**config.mk**
```make
export PLATFORM = sky130hd
export DESIGN_NAME = bram_stream_fifo_ctrl_flat
export DESIGN_NICKNAME = d
export VERILOG_FILES = /design/src/rtl/leaf_bram_pkg.sv /design/src/rtl/bram_stream_fifo_ctrl_if.sv /design/src/rtl/bram_rd_skid.sv /design/src/rtl/bram_stream_fifo_ctrl.sv /design/src/flat_wrapper.sv
export SDC_FILE = /design/constraint.sdc
export NUM_CORES = 1
export LEC_CHECK = 0
export BUFFER_PORTS_ARGS = -buffer_cell sky130_fd_sc_hd__buf_2
export CAP_MARGIN = 15
export CORE_MARGIN = 5
export CORE_UTILIZATION = 40
export CTS_CLUSTER_SIZE = 28
export DETAILED_ROUTE_END_ITERATION = 16
export PLACE_DENSITY = 0.66
export SETUP_SLACK_MARGIN = 0.02
export SLEW_MARGIN = 20
export SYNTH_ARGS = -nofsm -noshare
export SYNTH_HDL_FRONTEND = slang
export SYNTH_SLANG_ARGS = --single-unit
export TNS_END_PERCENT = 20
```
**constraint.sdc**
```tcl
create_clock -name clk -period 9 [get_ports clk]
set_input_delay 0 -clock clk [delete_from_list [all_inputs] [get_ports clk]]
set_output_delay 0 -clock clk [all_outputs]
set_load 0.05 [all_outputs]
```
**src/rtl/leaf_bram_pkg.sv**
```systemverilog
// Shared constants for the leaf block-RAM stream FIFO: RAM latency, width limit
// and the occupancy counter width helper.
package leaf_bram_pkg;

    localparam int BRAM_RD_LATENCY = 1;
    localparam int BRAM_MAX_WIDTH  = 36;

    // Occupancy spans RAM depth plus the in-flight read and two buffer slots.
    function automatic int occ_w(input int aw);
        return aw + 2;
    endfunction

endpackage

```
**src/rtl/bram_stream_fifo_ctrl_if.sv**
```systemverilog
// Bundle of the write stream, read stream and RAM port signals of the stream FIFO.
// The slave modport is the controller's view; master is the surrounding logic.
interface bram_stream_fifo_ctrl_if
    import leaf_bram_pkg::*;
#(
    parameter int DATA_WIDTH = 32,
    parameter int ADDR_WIDTH = 9
);

    // Handshakes: a word moves on a rising edge where valid and ready are both high;
    // valid never waits for ready, and payload stays stable while valid & !ready.
    logic [DATA_WIDTH-1:0]        in_data;
    logic                         in_valid;
    logic                         in_ready;
    logic [DATA_WIDTH-1:0]        out_data;
    logic                         out_valid;
    logic                         out_ready;
    logic                         mem_ena;
    logic                         mem_wea;
    logic [ADDR_WIDTH-1:0]        mem_addra;
    logic [DATA_WIDTH-1:0]        mem_dina;
    logic                         mem_enb;
    logic [ADDR_WIDTH-1:0]        mem_addrb;
    logic [DATA_WIDTH-1:0]        mem_doutb;
    logic [occ_w(ADDR_WIDTH)-1:0] count;

    modport slave (
        input  in_data, in_valid, out_ready, mem_doutb,
        output in_ready, out_data, out_valid,
        output mem_ena, mem_wea, mem_addra, mem_dina, mem_enb, mem_addrb,
        output count
    );

    modport master (
        output in_data, in_valid, out_ready, mem_doutb,
        input  in_ready, out_data, out_valid,
        input  mem_ena, mem_wea, mem_addra, mem_dina, mem_enb, mem_addrb,
        input  count
    );

endinterface

```
**src/rtl/bram_rd_skid.sv**
```systemverilog
// Two-entry output buffer that captures the RAM read word one cycle after issue
// and presents it on a valid/ready stream from entry 0.
module bram_rd_skid #(
    parameter int DATA_WIDTH = 32
) (
    input  logic                  clk,
    input  logic                  reset,
    input  logic                  i_rd_issue,
    input  logic [DATA_WIDTH-1:0] i_rd_data,
    input  logic                  i_out_ready,
    output logic [DATA_WIDTH-1:0] o_out_data,
    output logic                  o_out_valid,
    output logic                  o_inflight,
    output logic [1:0]            o_buf_count
);

    logic [DATA_WIDTH-1:0] r_buf0;
    logic [DATA_WIDTH-1:0] r_buf1;
    logic [1:0]            r_count;
    logic                  r_inflight;

    logic                  w_pop;
    logic [DATA_WIDTH-1:0] w_buf0_nxt;
    logic [DATA_WIDTH-1:0] w_buf1_nxt;
    logic [1:0]            w_count_nxt;

    assign w_pop = (r_count != 2'd0) && i_out_ready;

    // Shift first, then land the returning read word in the first free slot.
    always_comb begin
        w_buf0_nxt  = r_buf0;
        w_buf1_nxt  = r_buf1;
        w_count_nxt = r_count;
        if (w_pop) begin
            w_buf0_nxt  = r_buf1;
            w_count_nxt = r_count - 2'd1;
        end
        if (r_inflight) begin
            if (w_count_nxt == 2'd0) begin
                w_buf0_nxt = i_rd_data;
            end else begin
                w_buf1_nxt = i_rd_data;
            end
            w_count_nxt = w_count_nxt + 2'd1;
        end
    end

    always_ff @(posedge clk) begin
        if (reset) begin
            r_buf0     <= '0;
            r_buf1     <= '0;
            r_count    <= 2'd0;
            r_inflight <= 1'b0;
        end else begin
            r_buf0     <= w_buf0_nxt;
            r_buf1     <= w_buf1_nxt;
            r_count    <= w_count_nxt;
            r_inflight <= i_rd_issue;
        end
    end

    assign o_out_data  = r_buf0;
    assign o_out_valid = (r_count != 2'd0);
    assign o_inflight  = r_inflight;
    assign o_buf_count = r_count;

endmodule

```
**src/rtl/bram_stream_fifo_ctrl.sv**
```systemverilog
// Stream FIFO controller over a true-dual-port block RAM: port A writes, port B
// prefetches into a 2-entry buffer that hides the 1-cycle read latency.
module bram_stream_fifo_ctrl
    import leaf_bram_pkg::*;
#(
    parameter int DATA_WIDTH = 32,
    parameter int ADDR_WIDTH = 9
) (
    input  logic                    clk,
    input  logic                    reset,
    bram_stream_fifo_ctrl_if.slave  bus
);

    localparam int                  OW      = occ_w(ADDR_WIDTH);
    localparam logic [ADDR_WIDTH:0] DEPTH_W = {1'b1, {ADDR_WIDTH{1'b0}}};

    logic [ADDR_WIDTH-1:0] r_wr_ptr;
    logic [ADDR_WIDTH-1:0] r_rd_ptr;
    logic [ADDR_WIDTH:0]   r_ram_count;

    logic       w_push;
    logic       w_pop;
    logic       w_issue;
    logic       w_inflight;
    logic       w_out_valid;
    logic [1:0] w_buf_count;
    logic [2:0] w_pending;

    assign bus.in_ready = !reset && (r_ram_count != DEPTH_W);
    assign w_push       = bus.in_valid && bus.in_ready;
    assign w_pop        = w_out_valid && bus.out_ready;

    // Words already headed for the buffer once this cycle's pop is taken out;
    // a new read is only issued if a slot will be free when it returns.
    assign w_pending = {1'b0, w_buf_count} + {2'b00, w_inflight} - {2'b00, w_pop};
    assign w_issue   = !reset && (r_ram_count != '0) && (w_pending < 3'd2);

    assign bus.mem_ena   = w_push;
    assign bus.mem_wea   = w_push;
    assign bus.mem_addra = r_wr_ptr;
    assign bus.mem_dina  = bus.in_data;
    assign bus.mem_enb   = w_issue;
    assign bus.mem_addrb = r_rd_ptr;

    always_ff @(posedge clk) begin
        if (reset) begin
            r_wr_ptr    <= '0;
            r_rd_ptr    <= '0;
            r_ram_count <= '0;
        end else begin
            if (w_push) begin
                r_wr_ptr <= r_wr_ptr + 1'b1;
            end
            if (w_issue) begin
                r_rd_ptr <= r_rd_ptr + 1'b1;
            end
            case ({w_push, w_issue})
                2'b10:   r_ram_count <= r_ram_count + 1'b1;
                2'b01:   r_ram_count <= r_ram_count - 1'b1;
                default: r_ram_count <= r_ram_count;
            endcase
        end
    end

    bram_rd_skid #(
        .DATA_WIDTH (DATA_WIDTH)
    ) u_skid (
        .clk         (clk),
        .reset       (reset),
        .i_rd_issue  (w_issue),
        .i_rd_data   (bus.mem_doutb),
        .i_out_ready (bus.out_ready),
        .o_out_data  (bus.out_data),
        .o_out_valid (w_out_valid),
        .o_inflight  (w_inflight),
        .o_buf_count (w_buf_count)
    );

    assign bus.out_valid = w_out_valid;
    assign bus.count     = OW'(r_ram_count) + OW'(w_inflight) + OW'(w_buf_count);

endmodule

```
**src/flat_wrapper.sv**
```systemverilog
// flat-port wrapper written by rule: the top's interface ports become plain ports
module bram_stream_fifo_ctrl_flat import leaf_bram_pkg::*;
#(
    parameter int DATA_WIDTH = 32,
    parameter int ADDR_WIDTH = 9
)
  (clk, reset, bus_in_data, bus_in_valid, bus_out_ready, bus_mem_doutb, bus_in_ready, bus_out_data, bus_out_valid, bus_mem_ena, bus_mem_wea, bus_mem_addra, bus_mem_dina, bus_mem_enb, bus_mem_addrb, bus_count);
  bram_stream_fifo_ctrl_if #(.DATA_WIDTH(DATA_WIDTH), .ADDR_WIDTH(ADDR_WIDTH)) bus_i ();
  input  logic clk;
  input  logic reset;
  input wire logic [$bits(bus_i.in_data)-1:0] bus_in_data;
  input wire logic [$bits(bus_i.in_valid)-1:0] bus_in_valid;
  input wire logic [$bits(bus_i.out_ready)-1:0] bus_out_ready;
  input wire logic [$bits(bus_i.mem_doutb)-1:0] bus_mem_doutb;
  output wire logic [$bits(bus_i.in_ready)-1:0] bus_in_ready;
  output wire logic [$bits(bus_i.out_data)-1:0] bus_out_data;
  output wire logic [$bits(bus_i.out_valid)-1:0] bus_out_valid;
  output wire logic [$bits(bus_i.mem_ena)-1:0] bus_mem_ena;
  output wire logic [$bits(bus_i.mem_wea)-1:0] bus_mem_wea;
  output wire logic [$bits(bus_i.mem_addra)-1:0] bus_mem_addra;
  output wire logic [$bits(bus_i.mem_dina)-1:0] bus_mem_dina;
  output wire logic [$bits(bus_i.mem_enb)-1:0] bus_mem_enb;
  output wire logic [$bits(bus_i.mem_addrb)-1:0] bus_mem_addrb;
  output wire logic [$bits(bus_i.count)-1:0] bus_count;
  assign bus_i.in_data = bus_in_data;
  assign bus_i.in_valid = bus_in_valid;
  assign bus_i.out_ready = bus_out_ready;
  assign bus_i.mem_doutb = bus_mem_doutb;
  assign bus_in_ready = bus_i.in_ready;
  assign bus_out_data = bus_i.out_data;
  assign bus_out_valid = bus_i.out_valid;
  assign bus_mem_ena = bus_i.mem_ena;
  assign bus_mem_wea = bus_i.mem_wea;
  assign bus_mem_addra = bus_i.mem_addra;
  assign bus_mem_dina = bus_i.mem_dina;
  assign bus_mem_enb = bus_i.mem_enb;
  assign bus_mem_addrb = bus_i.mem_addrb;
  assign bus_count = bus_i.count;
  bram_stream_fifo_ctrl #(.DATA_WIDTH(DATA_WIDTH), .ADDR_WIDTH(ADDR_WIDTH)) u_core (.clk(clk), .reset(reset), .bus(bus_i));
endmodule
```
==> run metrics, run 1 <==
Routed WL per cell 14.2 um; clock power share 0.202; P_leak 0.00267 uW; R2R Setup Slk 3.67 ns; Final period util 0.592; Remaining Overflow, GRT 0; critical path startpoint u_core.u_skid.o_buf_count[1]; Worst Path Arrival 5.55 ns; Psw 876 uW; critical path's slowest cell ha_1; hold depth 0; post-route minimum period 5.33 ns; worst r2r src u_core.u_skid.o_buf_count[1]; RSZ-0062 raised after global routing no; number of global-route vias before repair approximately 3800; ys flop type dfxtp_1; drt initial violations 283; switching share of power 0.463; synth cell count leaders 95 x dfxtp_1, 87 x nand2_1, 64 x nor2_1; DP HPWL 7670 um; startpoint type of the worst setup path flop; Hold Path Sink bus_mem_dina[29]; yosys synthesis warning count 0; EDFF count, synth 0; register area share after synthesis 0.398; cells after synthesis between 500 and 600; Worst Tran Pin Value 1.02 ns; first-pass GRT wire length 18400 um; Max H-tree Level 3; FF-to-FF End u_core.r_ram_count[9]; Slew HR 0.313; Mapped Nets 645; starting density of the core 0.403; Final Power approximately 1900 uW; Mapped Area 4780 sq um; detailed-route via count ~4100; count of cell types in the netlist 47; DRT Pass-1 Iters 4; Die Wd 119 um; hold wc startpoint bus_in_data[29]; P_int 1010 uW; Setup Skew 0.00852 ns; diode count 0; Fin. Hold Viols 0; flops & latches, synth 95; met2 Usage GRT 0.260; met1 Use GR 0.194; IR drop worst, VDD approximately 0.14 mV; largest area contributor in the netlist dfxtp_1; Setup CP Type reg2reg; WP data required approximately 9 ns; asr flop ratio synth 0; Max-Cap Viols 0; drt drc 0; largest net degree at the start of global routing 99; Synth Area per Inst 8.58 sq um; initial antenna violation count 0; die area 14200 sq um; Buffers on Ports 101; Die Y 119 um; Setup TNS 0 ns; Clock Tree Buf Depth 2; CTS tree built; Routed Antenna Nets 0; most frequent cell on the critical path ha_1; PD cells 329 nW/um^2; total track usage 0.156; Most Crowded Layer GR met2; Synth area leaders dfxtp_1 40%, mux2i_1 7.3%, nand2_1 6.8%; Sink Count 95; fin. max-slew vios 0; DP Worst Slack 3.29 ns; crit-path cells inv_1, ha_1, nand2b_4, inv_1, ha_1, inv_1, ha_1, inv_1, fa_1, xnor2_1, nand3b_1, nor2_1, ha_1, ha_1, a21o_1, a21o_1, or4_1, nand4_1, mux2_1; post-route setup slack between 3 and 4 ns; Detailed Route WL around 11000 um; combinational share of power 0.477; Reg2Reg Depth 19; critical path's largest stage delay 0.54 ns; Synth top area share 0.398; Worst Setup End Kind flop; core area roughly 12000 sq um; Placer Congestion roughly 0.8; NumNets Final 729; clock-pin slew on the worst setup and hold paths 0.07 ns; status completed; Post-CTS Setup Bufs 0; I/O pin cnt between 150 and 200; CP max FO 35; worst-skew pair later-pin latency 0.34 ns; share of layout cells above drive strength 1 0.200; power share of the sequential group 0.321; Final setup violation count 0; most frequent cell after synthesis dfxtp_1; FMAX between 150 and 200 MHz; DR vias/cell 5.15; CTS Buf Count 9; Min-Delay Path Class in2out; clock root buffer clkbuf_16; synthesis-to-finish area growth 20.4%; met3 usage 0.0290; # rows 40
## cell usage in the layout (no fill, tap or decap), types with 5 or more instances in the layout
cell,n
clkbuf_16,9
a21oi_1,42
nor2_1,63
dfxtp_1,95
inv_1,16
xnor2_1,13
nand3_1,12
ha_1,16
buf_2,101
nand2_1,86
nor3_1,5
mux2i_1,35
a211oi_1,32
dlygate4sd3_1,32
xor2_1,14
and3_1,5
a21o_1,7
## flip-flops by register name, summed over array words and instances (netlist names)
| register | flops |
|---|---|
| u_core.u_skid.o_buf_count | 2 |
| u_core.r_ram_count | 10 |
| u_core.u_skid.r_buf1 | 32 |
| u_core.u_skid.o_out_data | 32 |
| u_core.bus.mem_addra | 9 |
| u_core.u_skid.o_inflight | 1 |
| u_core.bus.mem_addrb | 9 |
## per-stage QoR
stage               area, sq um  cells   util  hold slack (ns)
floorplan                  4780    557      -            0.136
global placement           5130    745  0.432         0.000341
detailed placement         5130    745  0.432         0.000341
CTS                        5740    792  0.484         0.000341
global route               5750    792  0.485        0.0000718
finish                     5750    792  0.485        0.0000193
## per-layer routing
layer / part of all wire / wire, um / up-vias
li1: - / - / 2049
met1: 0.45 / 5020 / 1899
met2: 0.48 / 5400 / 108
met3: 0.050 / 567 / 26
met4: 0.025 / 287 / 0
met5: 0 / 0 / -
## repair_timing
item,4_1_cts,5_1_grt
endpoints found under the hold margin,64,0
hold buffers,32,0
gates resized for setup,0,0
## area by class of cell
type	instances	area, sq um
Multi-Input combinational cell	383	2460
Clock buffer	9	225
Clock inverter	6	68.8
Timing Repair Buffer	136	848
Sequential cell	95	1900
Fill cell	1119	6110
Tap cell	147	184
Inverter	16	60.1
## power by group through the flow
stage                     combinational, uW  sequential (uW)  clock (uW)
after global placement                  875              611           0
after floorplan                         535              810           0
after CTS                               905              606         391
after global routing                    973              622         407
final                                   902              607         382
after detailed placement                890              616           0
## kinds of logic (layout without fill, tap and decap cells)
logic type / count (synthesis) / after routing / synth area share
AO/OA/AOI/OAI: 103 / 103 / 0.146
XOR/XNOR: 27 / 27 / 0.0495
adder cells (fa/ha/maj): 20 / 20 / 0.0586
buffers and inverters: 79 / 167 / 0.0901
flip-flops: 95 / 95 / 0.398
multiplexers: 36 / 36 / 0.0757
AND/OR/NAND/NOR: 197 / 197 / 0.182
## worst max-delay path: cells and delay by family (launching register included)
family          cells  cell delay [ns]
fa+ha+maj           6             1.90
simple gates        5             1.61
flops               1             0.50
buf+inv             4             0.38
compound gates      2             0.36
mux                 1             0.31
xor+xnor            1             0.16
## how the worst max path moves through the flow
stage	slack (ns)	endpoint
after floorplan	3.55	u_core.r_ram_count[9]
after global placement	3.52	u_core.r_ram_count[9]
after detailed placement	3.29	u_core.r_ram_count[9]
after CTS	3.28	u_core.r_ram_count[9]
after global routing	3.22	u_core.r_ram_count[7]
final	3.67	u_core.r_ram_count[9]
Power figures use the tool's default switching activity.
==> run 2, diff against run 1 <==
Settings changed: ABC_AREA from default to 1, PLACE_DENSITY 0.66 to 0.65.
Clock period 9 ns to 5.4 ns, I/O delays scaled along.
==> run 2 against run 1 <==
  * Setup slack worse by 3.0 ns
  * Global-route usage up 1.7 points
  * Wire length up 12%
  * Die area up 6.9%
  * Sequential share of layout area down 1.9 points
  * Utilization down 0.059 points
  * Count of clock-buffer cells in the layout up 1
  * Largest power group unchanged
==> run metrics, run 2 <==
status completed; worst-skew pair later-pin latency between 0.3 and 0.4 ns; Remaining Overflow, GRT 0; flops & latches, synth 95; routed wire length on met3 831 um; Detailed Route WL 12600 um; fillers 1297; Synth Area per Inst 6.98 sq um; Mapped Area 5140 sq um; Placer Congestion 0.859; met1 WL 6030 um; IR drop worst, VDD around 0.30 mV; Fin. Hold Viols 0; initial antenna violation count 0; synthesis-to-finish area growth 18.9%; Worst Path Arrival 4.93 ns; critical path's largest stage delay 0.47 ns; most frequent cells in the layout 149 x nand2_1, 101 x buf_2, 95 x dfxtp_1; DRT Pass-1 Iters 5; P_leak roughly 0.0032 uW; CTS tree built; Setup Skew 0.00747 ns; uppermost layer routed met4; I/O pin cnt 166; Clock Tree Buf Depth 2; most frequent cell after synthesis nand2_1; multi-input logic area approximately 2500 sq um; post_cts resized 0; EDFF count, synth 0; ys flop type dfxtp_1; Slew HR 0.312; count of cell types in the netlist 29; Buffers on Ports 101; Seq. cell area 1900 sq um; Min-Delay Path Class in2out; met2 routed WL 5640 um; core area 12600 sq um; fin. max-slew vios 0; Worst Tran Pin Value slightly above 1 ns; critical path's slowest cell fa_1; share of layout cells above drive strength 1 0.163; most frequent cell on the critical path inv_1; number of global-route vias before repair roughly 4400; largest area contributor in the netlist dfxtp_1; Post-CTS Setup Bufs 0; die area around 15000 sq um; # rows 41; Synth area leaders dfxtp_1 37%, nand2_1 11%, inv_1 6.7%; FMAX 214 MHz; DP HPWL 8330 um; Die Wd 123 um; Setup CP Type reg2reg; Finished Core Util 0.484; asr flop ratio synth 0; drt initial violations 285; Final Power 3540 uW; Routed Antenna Nets 0; Die Y 123 um; cells after synthesis 736; first-pass GRT wire length 21100 um; detailed-route via count 4793; starting density of the core 0.407; CTS Buf Count 9; Worst Path Buf+Inv 8; Max H-tree Level 3; Mapped Nets 824; register area share after synthesis 0.370; PD cells 579 nW/um^2; most common cell after layout, fill and taps aside nand2_1; post-route minimum period 4.68 ns; Sink Count 95; Synth top area share 0.370; CP max FO 33; hold buffers post-CTS 32; WP data required 5.65 ns; RSZ-0062 raised after global routing no; Final setup violation count 0; yosys synthesis warning count 0; Max-Cap Viols 0; NumNets Final approximately 910; Routed WL per cell between 10 and 15 um; Final period util 0.866; startpoint type of the worst setup path flop; clock-pin slew on the worst setup and hold paths 0.07 ns; total track usage 0.172; clock root buffer clkbuf_16; synth cell count leaders 150 x nand2_1, 95 x dfxtp_1, 92 x inv_1; diode count 0; drt drc 0; largest net degree at the start of global routing 65; DR vias/cell 4.82; Setup TNS 0 ns; Worst Setup End Kind flop; delay-heaviest family, CP adder cells
==> run 2: cell count changes after synthesis, moves of 25 or more <==
cell / before / now
mux2i_1: 35 / 0
nand3_1: 12 / 65
a211oi_1: 32 / 0
o211ai_1: 1 / 32
o21ai_0: 3 / 46
inv_1: 16 / 92
nor2_1: 64 / 89
nand2_1: 87 / 150
==> run 2: cell type report <==
class	instances	area share
inverter	95	0.0585
clock inverter	6	0.00819
clock buffer	10	0.0391
sequential	95	0.311
timing repair buffer	137	0.140
multi-input combinational	480	0.408
tap	172	0.0352
==> run 2: final timing paths <==
check	from	to	slack, ns	depth (start not counted)
min reg2reg	u_core.bus.mem_addra[8]	u_core.bus.mem_addra[8]	0.49	2
max	u_core.u_skid.o_buf_count[1]	u_core.r_ram_count[7]	0.72	25
min	bus_in_data[13]	bus_mem_dina[13]	0.00002	0
max reg2reg	u_core.u_skid.o_buf_count[1]	u_core.r_ram_count[7]	0.72	25
==> run 2: metal layers <==
| metal | global-route usage | up-vias |
|---|---|---|
| li1 | - | 2490 |
| met1 | 0.235 | 2167 |
| met2 | 0.269 | 128 |
| met3 | 0.0531 | 8 |
| met4 | 0.0346 | 0 |
| met5 | 0 | - |
==> run 2: cells by family after synthesis <==
| logic type | Yosys count | share of synthesized area |
|---|---|---|
| xor+xnor | 18 | 0.0307 |
| fa+ha+maj | 20 | 0.0545 |
| buf+inv | 161 | 0.147 |
| compound gates | 110 | 0.124 |
| simple gates | 332 | 0.274 |
| flops | 95 | 0.370 |
==> run 2: per-stage QoR <==
stage	cells	hold WS (ns)	area, sq um	setup WS [ns]
floorplan	736	0.135	5140	0.643
detailed placement	947	0.000341	5500	0.679
finish	995	0.0000193	6110	0.721
global placement	947	0.000341	5500	0.841
CTS	995	0.000341	6110	0.676
global route	995	0.0000718	6110	0.307
==> run 2: where the power goes <==
part | internal (uW) | switching, uW
Clock | 332 | 286
Combinational | 523 | 1350
Sequential | 911 | 139
Total | 1770 | 1780
